File: config.mk
export PLATFORM = sky130hd
export DESIGN_NAME = sync_r2w_level
export DESIGN_NICKNAME = d
export VERILOG_FILES = /design/src/rtl/sync_r2w_level.sv
export SDC_FILE = /design/constraint.sdc
export NUM_CORES = 1
export LEC_CHECK = 0
export ABC_AREA = 0
export BUFFER_PORTS_ARGS = -buffer_cell sky130_fd_sc_hd__buf_2
export CORE_MARGIN = 3
export CORE_UTILIZATION = 54
export CTS_CLUSTER_SIZE = 20
export DETAILED_ROUTE_END_ITERATION = 10
export GPL_ROUTABILITY_DRIVEN = 0
export PLACE_DENSITY_LB_ADDON = 0.08
export SKIP_CTS_REPAIR_TIMING = 1
export SYNTH_ARGS = -nofsm -noshare
export SYNTH_HDL_FRONTEND = slang
export SYNTH_SLANG_ARGS = --single-unit
export TNS_END_PERCENT = 10
File: constraint.sdc
create_clock -name wclk -period 5.2 [get_ports wclk]
set_input_delay 0.26 -clock wclk [delete_from_list [all_inputs] [get_ports wclk]]
set_output_delay 0.26 -clock wclk [all_outputs]
set_load 0.005 [all_outputs]
File: src/rtl/sync_r2w_level.sv
// Write-side half of an async FIFO: synchronizes the Gray read pointer into wclk,
// maintains the write pointer and derives full / almost-full / level from it.
module sync_r2w_level #(
  parameter int ADDRSIZE     = 9,
  parameter int SYNC_STAGES  = 2,
  parameter int AFULL_THRESH = 2**ADDRSIZE - 4
) (
  input  logic                wclk,
  input  logic                wrst_n,
  input  logic [ADDRSIZE:0]   rptr,
  input  logic                winc,
  output logic [ADDRSIZE:0]   wq_rptr,
  output logic [ADDRSIZE-1:0] waddr,
  output logic [ADDRSIZE:0]   wptr,
  output logic                wpush,
  output logic                wfull,
  output logic                walmost_full,
  output logic [ADDRSIZE:0]   wlevel,
  output logic                gray_err
);

  localparam int PW = ADDRSIZE + 1;
  localparam logic [PW-1:0] AFULL_LVL = PW'(AFULL_THRESH);

  function automatic logic [PW-1:0] bin2gray(input logic [PW-1:0] b);
    return (b >> 1) ^ b;
  endfunction

  function automatic logic [PW-1:0] gray2bin(input logic [PW-1:0] g);
    logic [PW-1:0] b;
    b = g;
    for (int i = 1; i < PW; i++) b = b ^ (g >> i);
    return b;
  endfunction

  // True when more than one bit is set (clearing the lowest set bit leaves something).
  function automatic logic multi_bit(input logic [PW-1:0] v);
    return (v & (v - PW'(1))) != '0;
  endfunction

  logic [PW-1:0] sync_q [SYNC_STAGES];
  logic [PW-1:0] wbin_q, wbin_d;
  logic [PW-1:0] wptr_q, wptr_d;
  logic [PW-1:0] level_q, level_d;
  logic          wfull_q, wfull_d;
  logic          afull_q, afull_d;
  logic          gerr_q, gerr_d;
  logic [PW-1:0] rbin_s;

  assign wq_rptr = sync_q[SYNC_STAGES-1];

  always_comb begin
    wpush   = winc & ~wfull_q;
    wbin_d  = wbin_q + {{ADDRSIZE{1'b0}}, wpush};
    rbin_s  = gray2bin(wq_rptr);
    wptr_d  = bin2gray(wbin_d);
    level_d = wbin_d - rbin_s;
    // Full when the write pointer is exactly one lap ahead of the synchronized read pointer.
    wfull_d = wptr_d == {~wq_rptr[ADDRSIZE:ADDRSIZE-1], wq_rptr[ADDRSIZE-2:0]};
    afull_d = level_d >= AFULL_LVL;
    gerr_d  = gerr_q | multi_bit(sync_q[SYNC_STAGES-2] ^ sync_q[SYNC_STAGES-1]);
  end

  always_ff @(posedge wclk or negedge wrst_n) begin
    if (!wrst_n) begin
      for (int i = 0; i < SYNC_STAGES; i++) sync_q[i] <= '0;
      wbin_q  <= '0;
      wptr_q  <= '0;
      level_q <= '0;
      wfull_q <= 1'b0;
      afull_q <= 1'b0;
      gerr_q  <= 1'b0;
    end else begin
      sync_q[0] <= rptr;
      for (int i = 1; i < SYNC_STAGES; i++) sync_q[i] <= sync_q[i-1];
      wbin_q  <= wbin_d;
      wptr_q  <= wptr_d;
      level_q <= level_d;
      wfull_q <= wfull_d;
      afull_q <= afull_d;
      gerr_q  <= gerr_d;
    end
  end

  assign waddr        = wbin_q[ADDRSIZE-1:0];
  assign wptr         = wptr_q;
  assign wlevel       = level_q;
  assign wfull        = wfull_q;
  assign walmost_full = afull_q;
  assign gray_err     = gerr_q;

endmodule

==> results of run 1 <==
-- routing by layer --
metal  vias to the layer above  share of wire [%]  global-route usage (%)
met2                        42                 51                    31.6
met3                        10                4.2                    4.02
met5                         -                  0                       0
li1                        861                  -                       -
met1                       854                 43                    22.4
met4                         0                1.8                    6.16
-- critical path: cells and delay by family (launching register included) --
kind	cells	cell delay (ns)
flip-flops	1	0.45
buffers and inverters	1	0.05
adder cells (fa/ha/maj)	2	0.57
XOR/XNOR	7	1.74
AO/OA/AOI/OAI	5	1.09
-- worst max-delay path by stage --
stage	startpoint	to	slack, ns	cells after the start
2_1_floorplan	wq_rptr[9]$_DFF_PN0_	walmost_full$_DFF_PN0_	1.51	15
3_3_place_gp	wq_rptr[9]$_DFF_PN0_	walmost_full$_DFF_PN0_	1.29	15
6_report	wq_rptr[9]$_DFF_PN0_	walmost_full$_DFF_PN0_	1.20	15
5_1_grt	wq_rptr[9]$_DFF_PN0_	walmost_full$_DFF_PN0_	0.87	15
3_5_place_dp	wq_rptr[9]$_DFF_PN0_	walmost_full$_DFF_PN0_	1.18	15
4_1_cts	wq_rptr[9]$_DFF_PN0_	walmost_full$_DFF_PN0_	1.15	15
-- cell usage in the layout, fill, tap and decap left out, types with 4 or more instances in the layout --
| cell type | instances |
|---|---|
| ha_1 | 11 |
| xnor2_1 | 27 |
| clkbuf_8 | 7 |
| a21oi_1 | 13 |
| nor3_1 | 4 |
| a31oi_1 | 4 |
| xor2_2 | 4 |
| inv_1 | 10 |
| xor2_1 | 20 |
| buf_2 | 55 |
| dfrtp_1 | 52 |
| nor2_1 | 12 |
| nand2_1 | 8 |
-- cells by family after synthesis --
| kind of cell | count (synthesis) |
|---|---|
| xor gates and xnor gates | 55 |
| DFF | 52 |
| and+or+nand+nor | 44 |
| AOI/OAI and AO/OA | 38 |
| buffers and inverters | 25 |
| adders and majority gates | 12 |
| muxes | 1 |
-- stage by stage --
stage / total power, W / hold slack [ns] / util [%] / std cells
after floorplan: 0.00120 / -0.0356 / - / 227
after global placement: 0.00140 / 0.367 / 63.8 / 332
after detailed placement: 0.00142 / 0.369 / 63.8 / 332
after CTS: 0.00172 / 0.0467 / 66.6 / 340
after global routing: 0.00186 / 0.0375 / 66.6 / 340
final: 0.00170 / 0.0557 / 66.6 / 340
-- layout make-up --
class	count	share of cell area, %
sequential	52	42.8
inverter	10	1.23
tap	65	2.67
clock buffer	7	3.17
multi-input combinational	150	40.1
timing repair buffer	55	9.05
clock inverter	1	0.988
-- sequential cells by signal, indices dropped and copies added (netlist names) --
register / cells
gray_err: 1
sync_q: 10
walmost_full: 1
wbin_q: 10
wfull: 1
wlevel: 10
wptr: 9
wq_rptr: 10
-- power by group --
part	leakage, nW	internal [W]	switching, W	total (W)
clock	0.0645	0.000170	0.000125	0.000295
combinational	0.807	0.000387	0.000429	0.000817
sequential	0.625	0.000515	0.0000780	0.000593
==> impl_metrics.ini, run 1 <==
[synth]
netlist-cell-type-count = 46
synth_area_per_cell_sq_um = 11.7
ys_seq_area_share_pct = 48.9
async_flop_share_pct = 100
yosys_most_used_dff = dfrtp_1
synthesis.area_sq_um = 2660
ys_ff_latch = 52
synth_edf_count = 0
synth.top_cell.area_share_pct = 48.9
synth_most_common_cell = dfrtp_1
muxShareOfSynthArea_pct = 0.376
ys_top_cells_by_area = dfrtp_1, xnor2_1, xor2_1
ys_top_cells_by_count = dfrtp_1, xnor2_1, xor2_1
synthXorXnorAreaFrac_pct = 21.4
synth_compound_area_share_pct = 9.55
yosysWarnings = 0
synth-simple-area-share_pct = 8.56
synth_nets = 252
synth_top_family_by_area = XOR/XNOR gates
synth_fa_ha_area_share_pct = 5.93
synthCells = 227
yosysTopAreaCell = dfrtp_1

[clock_tree]
clockBufferDepth = 2
path_clk_slew_ns = 0.09
cts_tree = built
clockRootBuffer = clkbuf_8
cts.sinks = 52
insertion_delay_ns = 0.30
cts-htree-levels = 2
cts_buffers = 5

[critical_path]
cp.required_ns = 5.40
r2r_cells = 15
cp_max_fo = 5
worstPathArrival_ns = 4.20
critPathMostFrequentCell = xor2_2
rr_startpoint = wq_rptr[9]$_DFF_PN0_
cp_slowest_cell = xnor3_2
critPathMaxStageDelay_ns = 0.50
r2r-end = walmost_full$_DFF_PN0_
criticalPathCategory = reg2reg
startpoint_type = flip-flop
cp_cell_sequence = xnor3_2 > xor2_2 > xor2_2 > xor2_2 > xor2_2 > xnor2_1 > ha_1 > inv_1 > fa_1 > a21o_1 > a21oi_1 > o22ai_1 > o41ai_1 > xnor2_1 > a41o_1
endpoint_kind = flip-flop
r2r_slack_ns = 1.20

[final_layout]
antenna_cells = 0
multiInputGateArea_sq_um = 1220
regArea_sq_um = 1300
fillers = 362
fin_area_sq_um = 3040
drive_gt1_share_pct = 25.8
areaGrowthSynthToFinish_pct = 14.4
fin_nets = 299

[place]
placed_area_sq_um = 2910
pre_cts_ws_ns = 1.18
hpwlAfterDp_mm = 3.75
io_buffers = 55

[floorplanning]
ioPinCount = 56
die_area_sq_um = 5800
initial_core_util_pct = 58.3
die_h_microns = 76.2
fp.coreArea_sq_um = 4560
rows = 24
die_w_microns = 76.2

[detailed_routing]
routed_wl_mm = 4.83
drt_iter0_markers = 49
firstDrtPassIters = 4
routed-via-count = 1767
routedWlPerCell_microns = 14.2
ant_nets = 0
via_per_inst = 5.20
drc = 0

[pwr]
cellLeakagePower_nw = 1.50
peakVddDrop_v = 0.000296
powerDensity_nw_per_um2 = 561

[global_routing]
grt_start_max_net_pins = 53
antenna_found_initial = 0
grt_pass1_vias = 1821
grt-ovfl-total = 0
grt_pass1_wl_mm = 8.46
grt_usage_pct = 18.2

[timing]
skew_ns = 0.00419
tightest_slew_ns = 1.09
slew_violations = 0
timing.fmax_mhz = 250
worst_slack_ns = 1.20
fin_crit_ns = 4.00
hold_viol_final = 0
min_period_over_period_pct = 76.8
relSlewSlack_pct = 27.3
setup_viol = 0
tns_ns = 0
rsz0062_at_grt = false

[hold_path]
whs_endpoint = sync_q[10]$_DFF_PN0_
hold_start = rptr[0]
min_path_cells = 1
hold_path.class = in2reg

[run]
cap_violations = 0

[status]
status = complete, no violations
Note: power is estimated with default switching activity, not from simulation.
==> inputs of run 2 (changes only) <==
--- a/config.mk
+++ b/config.mk
@@ -8,7 +8,7 @@
 export ABC_AREA = 0
 export BUFFER_PORTS_ARGS = -buffer_cell sky130_fd_sc_hd__buf_2
 export CORE_MARGIN = 3
-export CORE_UTILIZATION = 54
+export CORE_UTILIZATION = 49
 export CTS_CLUSTER_SIZE = 20
 export DETAILED_ROUTE_END_ITERATION = 10
 export GPL_ROUTABILITY_DRIVEN = 0
==> constraint.sdc (replaced) <==
create_clock -name wclk -period 3.5 [get_ports wclk]
set_input_delay 0.175 -clock wclk [delete_from_list [all_inputs] [get_ports wclk]]
set_output_delay 0.175 -clock wclk [all_outputs]
set_load 0.005 [all_outputs]
==> run 2 against run 1 <==
  * The run now ends with setup timing left
  * Worst setup slack worse by 1.3 ns
  * Fmax is 12% higher
  * Sequential power rose by 47%
  * Clock skew increased by 0.0016 ns
  * Largest power group unchanged
==> impl_metrics.ini, run 2 (synthesized netlist as in run 1, its figures left out) <==
[timing]
skew_ns = 0.00583
rsz0062_at_grt = true
whs_ns = 0.0599
slew_violations = 0
relSlewSlack_pct = 26.9
hold_viol_final = 0
min_period_over_period_pct = 102
tightest_slew_ns = 1.10
fin_crit_ns = 3.56
setup_viol = 2
worst_slack_ns = -0.0635
timing.fmax_mhz = 281

[floorplanning]
die_area_sq_um = 6350
rows = 26
die_h_microns = 79.7
initial_core_util_pct = 51.4
die_w_microns = 79.7
ioPinCount = 56
fp.coreArea_sq_um = 5170

[place]
io_buffers = 55
placed_area_sq_um = 3050
placed_cells = 353
hpwlAfterDp_mm = 3.79
pre_cts_ws_ns = -0.119

[detailed_routing]
drt_iter0_markers = 34
firstDrtPassIters = 4
drc = 0
via_per_inst = 4.91
routedWlPerCell_microns = 13.3
routed-via-count = 1828
routed_wl_mm = 4.95
ant_nets = 0

[pwr]
p_sw_share_pct = 36.8
internal_power_w = 0.00167
peakVddDrop_v = 0.000363
clockPowerShare_pct = 15.0
cellLeakagePower_nw = 1.62
p_sw_w = 0.000974
p_seq_share_pct = 32.9
combinationalPowerShare_pct = 52.1
powerDensity_nw_per_um2 = 808

[final_layout]
layout_commonest_cell = buf_2
mostFrequentLayoutCells = buf_2, dfrtp_1, xnor2_1
drive_gt1_share_pct = 29.8
multiInputGateArea_sq_um = 1240
regArea_sq_um = 1300
antenna_cells = 0
fin_nets = 326
areaGrowthSynthToFinish_pct = 23.1
fin_cells = 372
fin_area_sq_um = 3270
fillers = 403

[status]
violations = setup timing
status = complete, but fails checks

[clock_tree]
cts.sinks = 52
insertion_delay_ns = 0.30
path_clk_slew_ns = 0.09
clockBufferDepth = 2
clockRootBuffer = clkbuf_8
cts_tree = built
cts_buffers = 5
cts-htree-levels = 2

[critical_path]
worstSetupEndpoint = walmost_full$_DFF_PN0_
criticalPathCategory = reg2reg
r2r_slack_ns = -0.06
rr_startpoint = wq_rptr[7]$_DFF_PN0_
cp_max_fo = 3
cp.required_ns = 3.69
r2r_cells = 15
worstPathArrival_ns = 3.76
critPathLaunch = wq_rptr[7]$_DFF_PN0_
startpoint_type = flip-flop
r2r-end = walmost_full$_DFF_PN0_
endpoint_kind = flip-flop

[run]
cap_violations = 0

[hold_path]
hold_path.class = in2async

[global_routing]
grt-ovfl-total = 0
grt_pass1_wl_mm = 8.03
grt_usage_pct = 16.7
grt_pass1_vias = 1747
antenna_found_initial = 0
grt_start_max_net_pins = 53
==> run 2: changes by cell type in the layout (fill, tap and decap cells not counted), sizes merged <==
cell	previous run	this run
clkinv	0	1
buf	55	72
dlygate4sd3	0	10
clkbuf	7	6
==> run 2: per-layer routing <==
metal / part of all wire [%] / vias to the layer above / track usage, %
li1: - / 914 / -
met1: 46 / 863 / 21.0
met2: 48 / 44 / 28.5
met3: 3.9 / 7 / 3.72
met4: 1.6 / 0 / 5.15
met5: 0 / - / 0
==> run 2: power by group through the flow <==
| stage | clock network (W) | logic [W] | registers, W |
|---|---|---|---|
| 4_1_cts | 0.000411 | 0.00138 | 0.000868 |
| 3_5_place_dp | 0 | 0.00136 | 0.000881 |
| 3_3_place_gp | 0 | 0.00135 | 0.000881 |
| 2_1_floorplan | 0 | 0.000931 | 0.000867 |
| 6_report | 0.000397 | 0.00138 | 0.000869 |
| 5_1_grt | 0.000437 | 0.00154 | 0.000888 |
==> run 2: how the worst min path moves through the flow <==
stage	depth (start not counted)	startpoint	slack (ns)	end
CTS	1	rptr[5]	-0.04	sync_q[15]$_DFF_PN0_
global placement	1	rptr[7]	0.28	sync_q[17]$_DFF_PN0_
finish	1	wrst_n	0.06	wlevel[1]$_DFF_PN0_
global route	1	wrst_n	0.17	wfull$_DFF_PN0_
detailed placement	1	rptr[3]	0.28	sync_q[13]$_DFF_PN0_
floorplan	0	wrst_n	-0.12	gray_err$_DFF_PN0_
==> run 2: final cells by class <==
cell class,count,share of cell area [%]
clock inverter,2,1.07
clock buffer,6,2.22
inverter,10,1.15
sequential,52,39.8
tap,70,2.68
multi-input combinational,150,37.8
timing repair buffer,82,15.4
==> run 2: critical path, stage by stage, from the launching register on <==
cell and delay, ns:
dfrtp_1 0.38, xnor3_2 0.42, xor2_2 0.20, xor2_2 0.21, xor2_2 0.22, xor2_2 0.23
xnor2_1 0.15, ha_1 0.18, inv_1 0.05, fa_1 0.37, a21o_1 0.18, a21oi_2 0.16
o22ai_2 0.11, o41ai_2 0.25, xnor2_1 0.13, a41o_1 0.19
==> run 2: metrics by stage <==
| stage | utilization (%) | setup TNS (ns) | total power (W) |
|---|---|---|---|
| 5_1_grt | 63.3 | -0.705 | 0.00287 |
| 6_report | 63.3 | -0.0707 | 0.00264 |
| 2_1_floorplan | - | -0.0471 | 0.00180 |
| 3_5_place_dp | 59.0 | -0.179 | 0.00224 |
| 4_1_cts | 61.1 | -0.218 | 0.00266 |
| 3_3_place_gp | 59.0 | -0.0421 | 0.00224 |
